$ cat src/rtl/ex2_result_stage_pkg.sv
// Shared JX2 definitions used by the EX2 result stage: register IDs,
// memory response codes and the EX2 slot state encoding.
package ex2_result_stage_pkg;

    localparam logic [5:0] JX2_GR_R0  = 6'h00;
    localparam logic [5:0] JX2_GR_SP  = 6'h0F;
    localparam logic [5:0] JX2_GR_DLR = 6'h10;
    localparam logic [5:0] JX2_GR_DHR = 6'h11;
    localparam logic [5:0] JX2_GR_ZZR = 6'h3F;

    localparam logic [1:0] UMEM_OK_READY = 2'd0;
    localparam logic [1:0] UMEM_OK_OK    = 2'd1;
    localparam logic [1:0] UMEM_OK_HOLD  = 2'd2;
    localparam logic [1:0] UMEM_OK_FAULT = 2'd3;

    typedef enum logic [0:0] {
        EX2_RUN     = 1'b0,
        EX2_MEMWAIT = 1'b1
    } ex2State_t;

    function automatic logic jx2IsRealReg(input logic [5:0] regId);
        return (regId != JX2_GR_ZZR);
    endfunction

endpackage

$ cat src/rtl/ex2_result_stage_hazard_cmp.sv
// Load-use comparator: flags a decode source that needs a value still in flight
// from a load in EX1.
module ex2_hazard_cmp
    import ex2_result_stage_pkg::*;
(
    input  logic       isLoad,
    input  logic [5:0] idRn,
    input  logic [5:0] idRs,
    input  logic [5:0] idRt,
    input  logic [5:0] idRm,
    output logic       stall
);

    logic srcMatch;

    assign srcMatch = (idRn == idRs) | (idRn == idRt) | (idRn == idRm);
    assign stall    = isLoad & jx2IsRealReg(idRn) & srcMatch;

endmodule

$ cat src/rtl/ex2_result_stage.sv
// EX2 result slot: registers the EX1 result, waits for load data from memory,
// and drives the two GPR forwarding/write ports plus pipeline hold and interlock.
module ex2_result_stage
    import ex2_result_stage_pkg::*;
#(
    parameter logic [7:0] MEM_TIMEOUT = 8'd255
) (
    input  logic        clock,
    input  logic        reset,
    input  logic        holdIn,
    input  logic [5:0]  exIdRn,
    input  logic [63:0] exValRn,
    input  logic        exIsLoad,
    input  logic [5:0]  idRegRs,
    input  logic [5:0]  idRegRt,
    input  logic [5:0]  idRegRm,
    input  logic [1:0]  memOK,
    input  logic [63:0] memData,
    output logic [5:0]  regIdRn1,
    output logic [63:0] regValRn1,
    output logic [5:0]  regIdRn2,
    output logic [63:0] regValRn2,
    output logic        holdOut,
    output logic        idStall,
    output logic        exFault
);

    ex2State_t   state;
    ex2State_t   stateNxt;
    logic [5:0]  ex2Id;
    logic [5:0]  ex2IdNxt;
    logic [63:0] ex2Val;
    logic [63:0] ex2ValNxt;
    logic [7:0]  tmoCnt;
    logic [7:0]  tmoCntNxt;
    logic        exFaultNxt;

    logic        memDone;
    logic        memFault;
    logic [63:0] memVal;

    // Load values only exist in EX2, so EX1 never forwards a load destination.
    assign regIdRn1  = exIsLoad ? JX2_GR_ZZR : exIdRn;
    assign regValRn1 = exValRn;

    ex2_hazard_cmp uHazard (
        .isLoad (exIsLoad),
        .idRn   (exIdRn),
        .idRs   (idRegRs),
        .idRt   (idRegRt),
        .idRm   (idRegRm),
        .stall  (idStall)
    );

    // Memory completion decode; OK outranks FAULT, which outranks timeout.
    always_comb begin
        memDone  = 1'b0;
        memFault = 1'b0;
        memVal   = 64'h0;
        if (state == EX2_MEMWAIT) begin
            if (memOK == UMEM_OK_OK) begin
                memDone = 1'b1;
                memVal  = memData;
            end else if (memOK == UMEM_OK_FAULT) begin
                memDone  = 1'b1;
                memFault = 1'b1;
            end else if (tmoCnt == MEM_TIMEOUT) begin
                memDone  = 1'b1;
                memFault = 1'b1;
            end else begin
                memDone  = 1'b0;
                memFault = 1'b0;
            end
        end else begin
            memDone  = 1'b0;
            memFault = 1'b0;
        end
    end

    // EX2 write port; hidden while a load is still outstanding.
    always_comb begin
        regIdRn2  = ex2Id;
        regValRn2 = ex2Val;
        holdOut   = holdIn;
        case (state)
            EX2_RUN: begin
                regIdRn2  = ex2Id;
                regValRn2 = ex2Val;
            end
            EX2_MEMWAIT: begin
                if (memDone) begin
                    regIdRn2  = ex2Id;
                    regValRn2 = memVal;
                end else begin
                    regIdRn2  = JX2_GR_ZZR;
                    regValRn2 = 64'h0;
                    holdOut   = 1'b1;
                end
            end
            default: begin
                regIdRn2  = JX2_GR_ZZR;
                regValRn2 = 64'h0;
            end
        endcase
    end

    // Slot next-state: accept EX1 whenever the pipe moves, else retain.
    always_comb begin
        stateNxt   = state;
        ex2IdNxt   = ex2Id;
        ex2ValNxt  = ex2Val;
        tmoCntNxt  = tmoCnt;
        exFaultNxt = memDone & memFault;
        case (state)
            EX2_RUN: begin
                stateNxt = EX2_RUN;
            end
            EX2_MEMWAIT: begin
                if (memDone) begin
                    stateNxt  = EX2_RUN;
                    ex2ValNxt = memVal;
                end else begin
                    tmoCntNxt = tmoCnt + 8'd1;
                end
            end
            default: begin
                stateNxt = EX2_RUN;
            end
        endcase
        if (!holdOut) begin
            ex2IdNxt  = exIdRn;
            ex2ValNxt = exValRn;
            if (exIsLoad && jx2IsRealReg(exIdRn)) begin
                stateNxt  = EX2_MEMWAIT;
                tmoCntNxt = 8'd0;
            end else begin
                stateNxt = EX2_RUN;
            end
        end else begin
            ex2IdNxt = ex2IdNxt;
        end
    end

    // Slot registers with synchronous active-low reset.
    always_ff @(posedge clock) begin
        if (!reset) begin
            state   <= EX2_RUN;
            ex2Id   <= JX2_GR_ZZR;
            ex2Val  <= 64'h0;
            tmoCnt  <= 8'd0;
            exFault <= 1'b0;
        end else begin
            state   <= stateNxt;
            ex2Id   <= ex2IdNxt;
            ex2Val  <= ex2ValNxt;
            tmoCnt  <= tmoCntNxt;
            exFault <= exFaultNxt;
        end
    end

endmodule

$ cat config.mk
export PLATFORM = sky130hd
export DESIGN_NAME = ex2_result_stage
export DESIGN_NICKNAME = d
export VERILOG_FILES = /design/src/rtl/ex2_result_stage_pkg.sv /design/src/rtl/ex2_result_stage_hazard_cmp.sv /design/src/rtl/ex2_result_stage.sv
export SDC_FILE = /design/constraint.sdc
export NUM_CORES = 1
export LEC_CHECK = 0
export CAP_MARGIN = 20
export CORE_AREA = 2 2 118 120
export DETAILED_ROUTE_END_ITERATION = 10
export DIE_AREA = 0 0 120 122
export PLACE_DENSITY_LB_ADDON = 0.08
export SETUP_SLACK_MARGIN = 0.1
export SYNTH_ARGS = -nofsm -noshare
export SYNTH_HDL_FRONTEND = slang
export SYNTH_SLANG_ARGS = --single-unit
$ cat constraint.sdc
create_clock -name clock -period 4.25 [get_ports clock]
set_input_delay 0.425 -clock clock [delete_from_list [all_inputs] [get_ports clock]]
set_output_delay 0.425 -clock clock [all_outputs]
set_load 0.03 [all_outputs]
# Word-level counts from Yosys, hierarchy flattened
# Index checks and enable logic that the tools add are counted.
[word_totals]
ff_bits = 80
latch_bits = 0
ram_bits = 0
mem_bits_ro = 0
in_bits = 158
out_inout_bits = 143
mem_count = 0
[classes]
n_addsub = 1
mul = 0
div = 0
magnitude_cmp = 0
n_eq_ne = 9
n_shift = 0
n_mux = 25
bitwise = 6
reduce_logical = 2
[ops]
columns = ["cell", "count"]
rows = [
  ["64-bit two-way mux", 5],
  ["64-bit case mux with 2 select lines", 1],
  ["8-bit two-way mux", 4],
  ["6-bit == test", 3],
  ["6-bit two-way mux", 2],
  ["6-bit case mux with 2 select lines", 1],
  ["1-bit two-way mux", 11],
  ["8-bit by 1-bit adder with 8-bit output, second input constant", 1],
  ["8-bit == test, second input constant", 1],
  ["6-bit inequality test, second input constant", 1],
  ["2-bit by 1-bit inequality test with 1-bit output, second input constant", 2],
  ["1-bit AND", 3],
  ["2-bit by 1-bit == test with 1-bit output, second input constant", 1],
  ["2-bit == test, second input constant", 1],
  ["1-bit bitwise OR", 2],
  ["1-bit case mux with 2 select lines", 1],
  ["2-bit AND reduction", 1],
  ["1-bit logical AND", 1],
  ["1-bit NOT", 1],
]

# Longest topological paths before layout
# Gate-level depths: netlist of the first run.
[depth]
word_depth = 9
mapped_depth = 7
depth_no_buf = 5

# Hierarchy
# Synthesis of the first run repeated with hierarchy kept, for this count alone.
[unflattened]
hier_cells = 556
hier_area_um2 = 4754.6
[modules_own_cells]
columns = ["mod", "instances", "cells_each", "area_each_um2"]
rows = [
  ["ex2_result_stage", 1, 528, 4541.9],
  ["ex2_hazard_cmp", 1, 28, 212.7],
]

# Worst setup path after synthesis of the first run
# OpenSTA, ideal clock, no wires.
[synth_path]
path_type = "input to output"
start = "input port exIdRn[4]"
end = "output port idStall"
t_arrival_ps = 1685
t_required_ps = 3825
path_slack_ps = 2140
path_stages = 5
n_path_buf = 1
cell_sequence = "clkbuf_1 -> xor2_1 -> nor4_1 -> nand3_1 -> a31oi_1"
[synth_between]
elab_chain_len = 4
elab_cells_between_ends = 8
[synth_lines]
columns = ["element", "line", "source"]
rows = [
  ["from (decl)", "ex2_result_stage.sv:11", "input logic [5:0] exIdRn,"],
  ["6-bit == test", "ex2_result_stage_hazard_cmp.sv:16", "assign srcMatch = (idRn == idRs) | (idRn == idRt) | (idRn == idRm);"],
  ["1-bit bitwise OR (2 in series)", "ex2_result_stage_hazard_cmp.sv:16", ""],
  ["1-bit AND (*)", "ex2_result_stage_hazard_cmp.sv:17", "assign stall = isLoad & jx2IsRealReg(idRn) & srcMatch;"],
  ["to (decl)", "ex2_result_stage.sv:24", "output logic idStall,"],
]
# Mark *: on every way between the ends. The rest lies on a longest branch, timed or not.

# Final worst setup path of the first run
[layout_path]
start = "register state"
end = "output port regValRn2[60]"
[layout_between]
elab_chain_len = 3
elab_cells_between_ends = 4
[layout_lines]
columns = ["element", "line", "source"]
rows = [
  ["from (decl)", "ex2_result_stage.sv:28", "ex2State_t state;"],
  ["from (signal assigned)", "ex2_result_stage.sv:153", "state <= stateNxt;"],
  ["1-bit two-way mux", "ex2_result_stage.sv:60", "if (state == EX2_MEMWAIT) begin"],
  ["64-bit two-way mux", "ex2_result_stage.sv:91", "if (memDone) begin"],
  ["64-bit case mux with 2 select lines (*)", "ex2_result_stage.sv:85", "case (state)"],
  ["to (decl)", "ex2_result_stage.sv:22", "output logic [63:0] regValRn2,"],
]
# Marked as above.

==> results of run 1 <==
[routing by layer]
| metal | track usage, % | vias up | share of wire [%] |
|---|---|---|---|
| met5 | 0 | - | 0 |
| met4 | 5.51 | 0 | 0.99 |
| met3 | 6.41 | 10 | 8.3 |
| met2 | 37.2 | 212 | 50 |
| met1 | 24.4 | 2241 | 41 |
| li1 | - | 2386 | - |
[worst min path at each step]
stage / startpoint / to / depth (start not counted)
floorplan: ex2Id[0] / ex2Id[0] / 2
global placement: ex2Id[3] / ex2Id[3] / 2
detailed placement: ex2Id[0] / ex2Id[0] / 2
CTS: reset / ex2Id[2] / 2
global route: reset / ex2Id[2] / 2
finish: ex2Id[3] / ex2Id[3] / 2
[Yosys cell counts, drive strengths merged, types with 2 or more instances]
cell,n
a21oi,129
a22o,64
a31oi,3
buf,92
clkbuf,24
dfxtp,80
inv,3
mux2i,6
nand2,16
nand2b,8
nand3,7
nand4,2
nor2,4
nor4,5
o21ai,68
or2,6
xnor2,6
xor2,12
[cells by family (layout without fill, tap and decap cells)]
family | after synthesis | after routing | share of synthesized area (%)
xor gates and xnor gates | 18 | 18 | 3.47
adders and majority gates | 1 | 1 | 0.275
buffers and inverters | 119 | 326 | 16.6
AOI/OAI and AO/OA | 275 | 275 | 36.4
and+or+nand+nor | 56 | 56 | 6.64
DFF | 80 | 80 | 35.3
muxes | 6 | 6 | 1.32
[through the flow]
step | cell area [sq um] | total power [mW] | hold WS, ns | instances
3_5_place_dp | 7130 | 1.67 | 0.459 | 927
4_1_cts | 7450 | 2.52 | 0.459 | 942
3_3_place_gp | 7130 | 1.67 | 0.458 | 927
2_1_floorplan | 4540 | 1.33 | 0.436 | 555
5_1_grt | 7450 | 2.60 | 0.484 | 942
6_report | 7450 | 2.49 | 0.472 | 942
[flip-flops by register name (all words and copies together), names as in the netlist]
signal / cells
ex2Val: 64
tmoCnt: 8
ex2Id: 6
exFault: 1
state: 1
[power by group through the flow]
stage / Clock [mW] / Combinational [mW] / Sequential, mW
2_1_floorplan: 0 / 0.479 / 0.846
3_3_place_gp: 0 / 0.815 / 0.852
3_5_place_dp: 0 / 0.821 / 0.853
4_1_cts: 0.856 / 0.825 / 0.837
5_1_grt: 0.887 / 0.870 / 0.843
6_report: 0.831 / 0.819 / 0.838
[area by class of cell]
class / instances / area, sq um / area share (%)
repair buffers: 308 / 3080 / 41.4
multi-input cells: 356 / 2210 / 29.6
flip-flops and latches: 80 / 1600 / 21.5
clock buffers: 10 / 239 / 3.21
well taps: 180 / 225 / 3.02
clock inverters: 5 / 81.3 / 1.09
inverters: 3 / 11.3 / 0.151
[worst min-delay path, stage by stage (launching register included)]
cell and delay, ns:
dfxtp_1 0.31, mux2i_1 0.07, nand2_1 0.06
[cell usage in the layout (no fill, tap or decap), types with 2 or more instances in the layout]
| master | count |
|---|---|
| a21oi_1 | 129 |
| a22o_1 | 64 |
| a31oi_1 | 3 |
| buf_12 | 2 |
| buf_4 | 6 |
| bufinv_16 | 2 |
| clkbuf_16 | 9 |
| clkdlybuf4s50_1 | 299 |
| dfxtp_1 | 80 |
| inv_1 | 2 |
| mux2i_1 | 6 |
| nand2_1 | 16 |
| nand2b_1 | 8 |
| nand3_1 | 7 |
| nand4_1 | 2 |
| nor2_1 | 4 |
| nor4_1 | 5 |
| o21ai_0 | 66 |
| o21ai_1 | 2 |
| or2_2 | 6 |
| xnor2_1 | 6 |
| xor2_1 | 12 |
==> results.md, run 1 <==
* Outcome: finished clean
* CP Capture Type: primary output
* Area contributors post-synth: dfxtp_1 35%, a21oi_1 14%, a22o_1 12%
* Leakage power total at 2.71 nW
* CP Cell Sequence: inv_2 > buf_4 > a22o_1 > clkdlybuf4s50_1
* Main flop type after synthesis: dfxtp_1
* Hold Crit Class: reg2reg
* Max Clock Freq at 330 MHz
* IO Count at 301
* Die H at 122 um
* Clock Path Buffers at 2
* Flop-to-flop setup slack at 1.86 ns
* Top cell family by delay on the critical path: buffers and inverters
* Vias in the first global route at 4660
* # diodes at 0
* Dpl hpwl at 11500 um
* Crit-path slowest cell: clkdlybuf4s50_1
* Crit path time final at 3.03 ns
* Worst r2r src: tmoCnt[0]
* Iter 0 DRT Violations at 228
* Worst path required time at 3.83 ns
* Fin Setup TNS at 0 ns
* Number of distinct library cells after synthesis at 42
* Syn Area/Cell at 8.18 sq um
* Clk sinks at 80
* Final setup fails at 0
* CTS Buf Count at 9
* H-tree level count at 3
* Cell-internal power at 1.73 mW
* Synthesis-to-layout area growth at 64.0%
* First-pass GRT wire length at 24300 um
* Initial DRT Pass Iterations at 6
* Seq/Total Area, Yosys at 35.3%
* Clock transition at the registers of the reported paths at 0.05 ns
* Die boundary width at 120 um
* Final Hold Vio Count at 0
* Power Density at 334 nW/um^2
* Routed WL per cell at 17.1 um
* Dominant cell type by area after synthesis: dfxtp_1
* Initial antenna violation count at 0
* Pre-CTS worst setup slack at 1.26 ns
* Core Box Area at 13500 sq um
* # hold bufs at CTS at 0
* Mapped Cells at 555
* Post-Route WL at 16100 um
* Fillcell total at 1212
* Worst Path Buf+Inv at 3
* CP Data Arrival Time at 2.61 ns
* CP Depth at 4
* Die ar. at 14600 sq um
* GPL Wtd Cong at 0.796
* Switching Fraction at 30.5%
* Core Rows at 43
* Post-synth EDFFs at 0
* Drc violations at 0
* Worst setup path category: reg2out
* Worst r2r dst: ex2Val[38]
* Clock tree root driver cell: clkbuf_16
* Startpoint types: flop
* Vias at 4849
* Slew headroom at 30.3%
* Clk pwr share at 33.4%
* Yosys reg bits at 80
* Vias per cell at 5.15
* Yosys warns at 0
* Tightest Pin Transition at 1.04 ns
* Remaining Overflow, GRT at 0
* CP Launch Point: state
* Final Skew at 0.0101 ns
* TritonCTS clock tree: done
* Combinational power share at 32.9%
* Post-synth ARST share at 0%
* Gr usage total at 20.9%
* Worst-path fanout max at 41
* Buffers on Ports at 300
* Largest net degree at the start of global routing at 60
* DRT antenna net count at 0
* Latest clock arrival within the worst-skew pair at 0.34 ns
* Final nets at 917
* Pins Over Slew Limit at 0
* Maximum VDD drop at 0.155 mV
* Period utilization at 71.4%
* Mapped Nets at 714
* Critical Path Sink: regValRn2[60]
* Switching power at 0.758 mW
* CP max stage delay at 0.70 ns
* Cells on worst reg2reg path at 6
* PostCTS Resize Cnt at 0
* Final Util at 55.2%
* Share of post-route cells with drive strength above 1 at 4.46%
* RSZ-0062 raised after global routing: no
* Min setup slack post-route at 1.22 ns
* MaxCap Viol Count at 0
* Starting density of the core at 33.6%
* Post CTS Setup Buffer Count at 0
* Mapped cell area at 4540 sq um
* Flop pwr share at 33.7%
* Top cell type's share of synthesized area at 35.3%
Note: power is estimated with default switching activity, not from simulation.
==> run 2, diff against run 1 <==
CORE_AREA = unset   (was 2 2 118 120)
CORE_UTILIZATION = 33   (was unset)
DIE_AREA = unset   (was 0 0 120 122)
clock period = 2.6 ns   (was 4.25 ns; I/O delays follow)
==> results.md, run 2 (synthesis gave the netlist of run 1 again) <==
* Die boundary width at 119 um
* DRT met1 WL at 6080 um
* Final nets at 927
* First-pass GRT wire length at 24600 um
* Power Density at 572 nW/um^2
* Drc violations at 0
* Post-Route WL at 16100 um
* Commonest non-fill, non-tap cell in the layout: clkdlybuf4s50_1
* Largest net degree at the start of global routing at 77
* Remaining Overflow, GRT at 0
* Core Rows at 42
* Largest reg by FF count: ex2Val
* Pins Over Slew Limit at 0
* Iter 0 DRT Violations at 261
* CP max stage delay at 0.56 ns
* Fin Setup TNS at 0 ns
* Hold Crit Class: in2reg
* Max reg flops at 64
* Worst path required time at 2.34 ns
* Period utilization at 89.9%
* Post CTS Setup Buffer Count at 0
* Biggest regs: ex2Val: 64 flops, tmoCnt: 8 flops, ex2Id: 6 flops
* Crit path time final at 2.34 ns
* Cell-internal power at 2.97 mW
* Min setup slack post-route at 0.263 ns
* Most frequent cells in the layout: 227 x clkdlybuf4s50_1, 129 x a21oi_1, 87 x buf_4
* Worst setup path category: in2out
* Clock Path Buffers at 2
* Worst-path fanout max at 6
* Gr usage total at 22.0%
* Vias at 4888
* MaxCap Viol Count at 0
* Final Skew at 0.00368 ns
* Top Layer Used: met4
* Met2 Wirelength at 8550 um
* Routed length on met3 at 1190 um
* RSZ-0062 raised after global routing: no
* Final Hold Vio Count at 0
* Clk sinks at 80
* Crit-path slowest cell: clkdlybuf4s50_1
* TritonCTS clock tree: done
* # hold bufs at CTS at 0
* Core Box Area at 13300 sq um
* Dpl hpwl at 12000 um
* CP Data Arrival Time at 2.08 ns
* Maximum VDD drop at 0.320 mV
* Flop pwr share at 32.3%
* Share of post-route cells with drive strength above 1 at 15.0%
* Initial antenna violation count at 0
* Pre-CTS worst setup slack at -0.0251 ns
* Synthesis-to-layout area growth at 62.7%
* Hold_ws at 0.367 ns
* Outcome: finished clean
* Vias in the first global route at 4713
* Starting density of the core at 34.0%
* Startpoint types: primary input
* Routed WL per cell at 16.9 um
* Final setup fails at 0
* Final Util at 55.4%
* Clock tree root driver cell: clkbuf_16
* H-tree level count at 3
* Combinational power share at 31.1%
* Switching Fraction at 29.7%
* Total power at 4.23 mW
* Slew headroom at 50.6%
* Clk pwr share at 36.6%
* Leakage power total at 2.89 nW
* DRT antenna net count at 0
* Vias per cell at 5.15
* CP Cell Sequence: clkdlybuf4s50_1 > xor2_1 > nor4_1 > nand3_1 > a31oi_1 > dlygate4sd2_1
* CP Capture Type: primary output
* Die ar. at 14200 sq um
* Max Clock Freq at 428 MHz
* CTS Buf Count at 9
* Latest clock arrival within the worst-skew pair at 0.33 ns
* Clock transition at the registers of the reported paths at 0.06 ns
* Initial DRT Pass Iterations at 4
* IO Count at 301
* Buffers on Ports at 300
* GPL Wtd Cong at 0.833
* # diodes at 0
* Switching power at 1.26 mW
* Tightest Pin Transition at 0.740 ns
* Die H at 119 um
[run 2: what timing repair did]
action / CTS / global route
setup endpoints to repair: 1 / 6
gates cloned: 0 / 0
resized for setup: 1 / 1
[run 2: power by group through the flow]
stage / sequential [mW] / clock, mW / combinational [mW]
after floorplan: 1.38 / 0 / 0.783
after global placement: 1.39 / 0 / 1.31
after detailed placement: 1.39 / 0 / 1.32
after CTS: 1.37 / 1.59 / 1.33
after global routing: 1.38 / 1.64 / 1.40
final: 1.37 / 1.55 / 1.32
[run 2: layer usage]
metal	global-route usage, %	vias to the layer above
li1	-	2409
met1	24.9	2254
met5	0	-
met3	5.75	16
met2	40.0	209
met4	7.19	0
[run 2: path summary, 6_finish.rpt]
kind	slack, ns	endpoint	start	cells past startpoint
hold / removal	0.37	tmoCnt[2]	reset	3
hold reg to reg	0.48	ex2Id[0]	ex2Id[0]	2
setup / recovery	0.26	idStall	exIdRn[4]	6
setup reg to reg	0.66	ex2Val[25]	tmoCnt[0]	6
[run 2: stage by stage]
stage,instances,area [sq um]
final,949,7390
after global routing,949,7390
after CTS,949,7390
after detailed placement,933,7020
after global placement,933,7020
after floorplan,555,4540
[run 2: area by class of cell]
cell class,count,area (sq um)
clock buffer,9,225
clock inverter,7,144
fill,1249,5960
inverter,3,11.3
multi-input combinational,356,2210
sequential,80,1600
tap,176,220
timing repair buffer,318,2980
[run 2: critical path, delay by kind of cell]
family | cells | cell delay, ns
AOI/OAI and AO/OA | 1 | 0.18
buffers and inverters | 2 | 0.99
and+or+nand+nor | 2 | 0.41
xor gates and xnor gates | 1 | 0.23
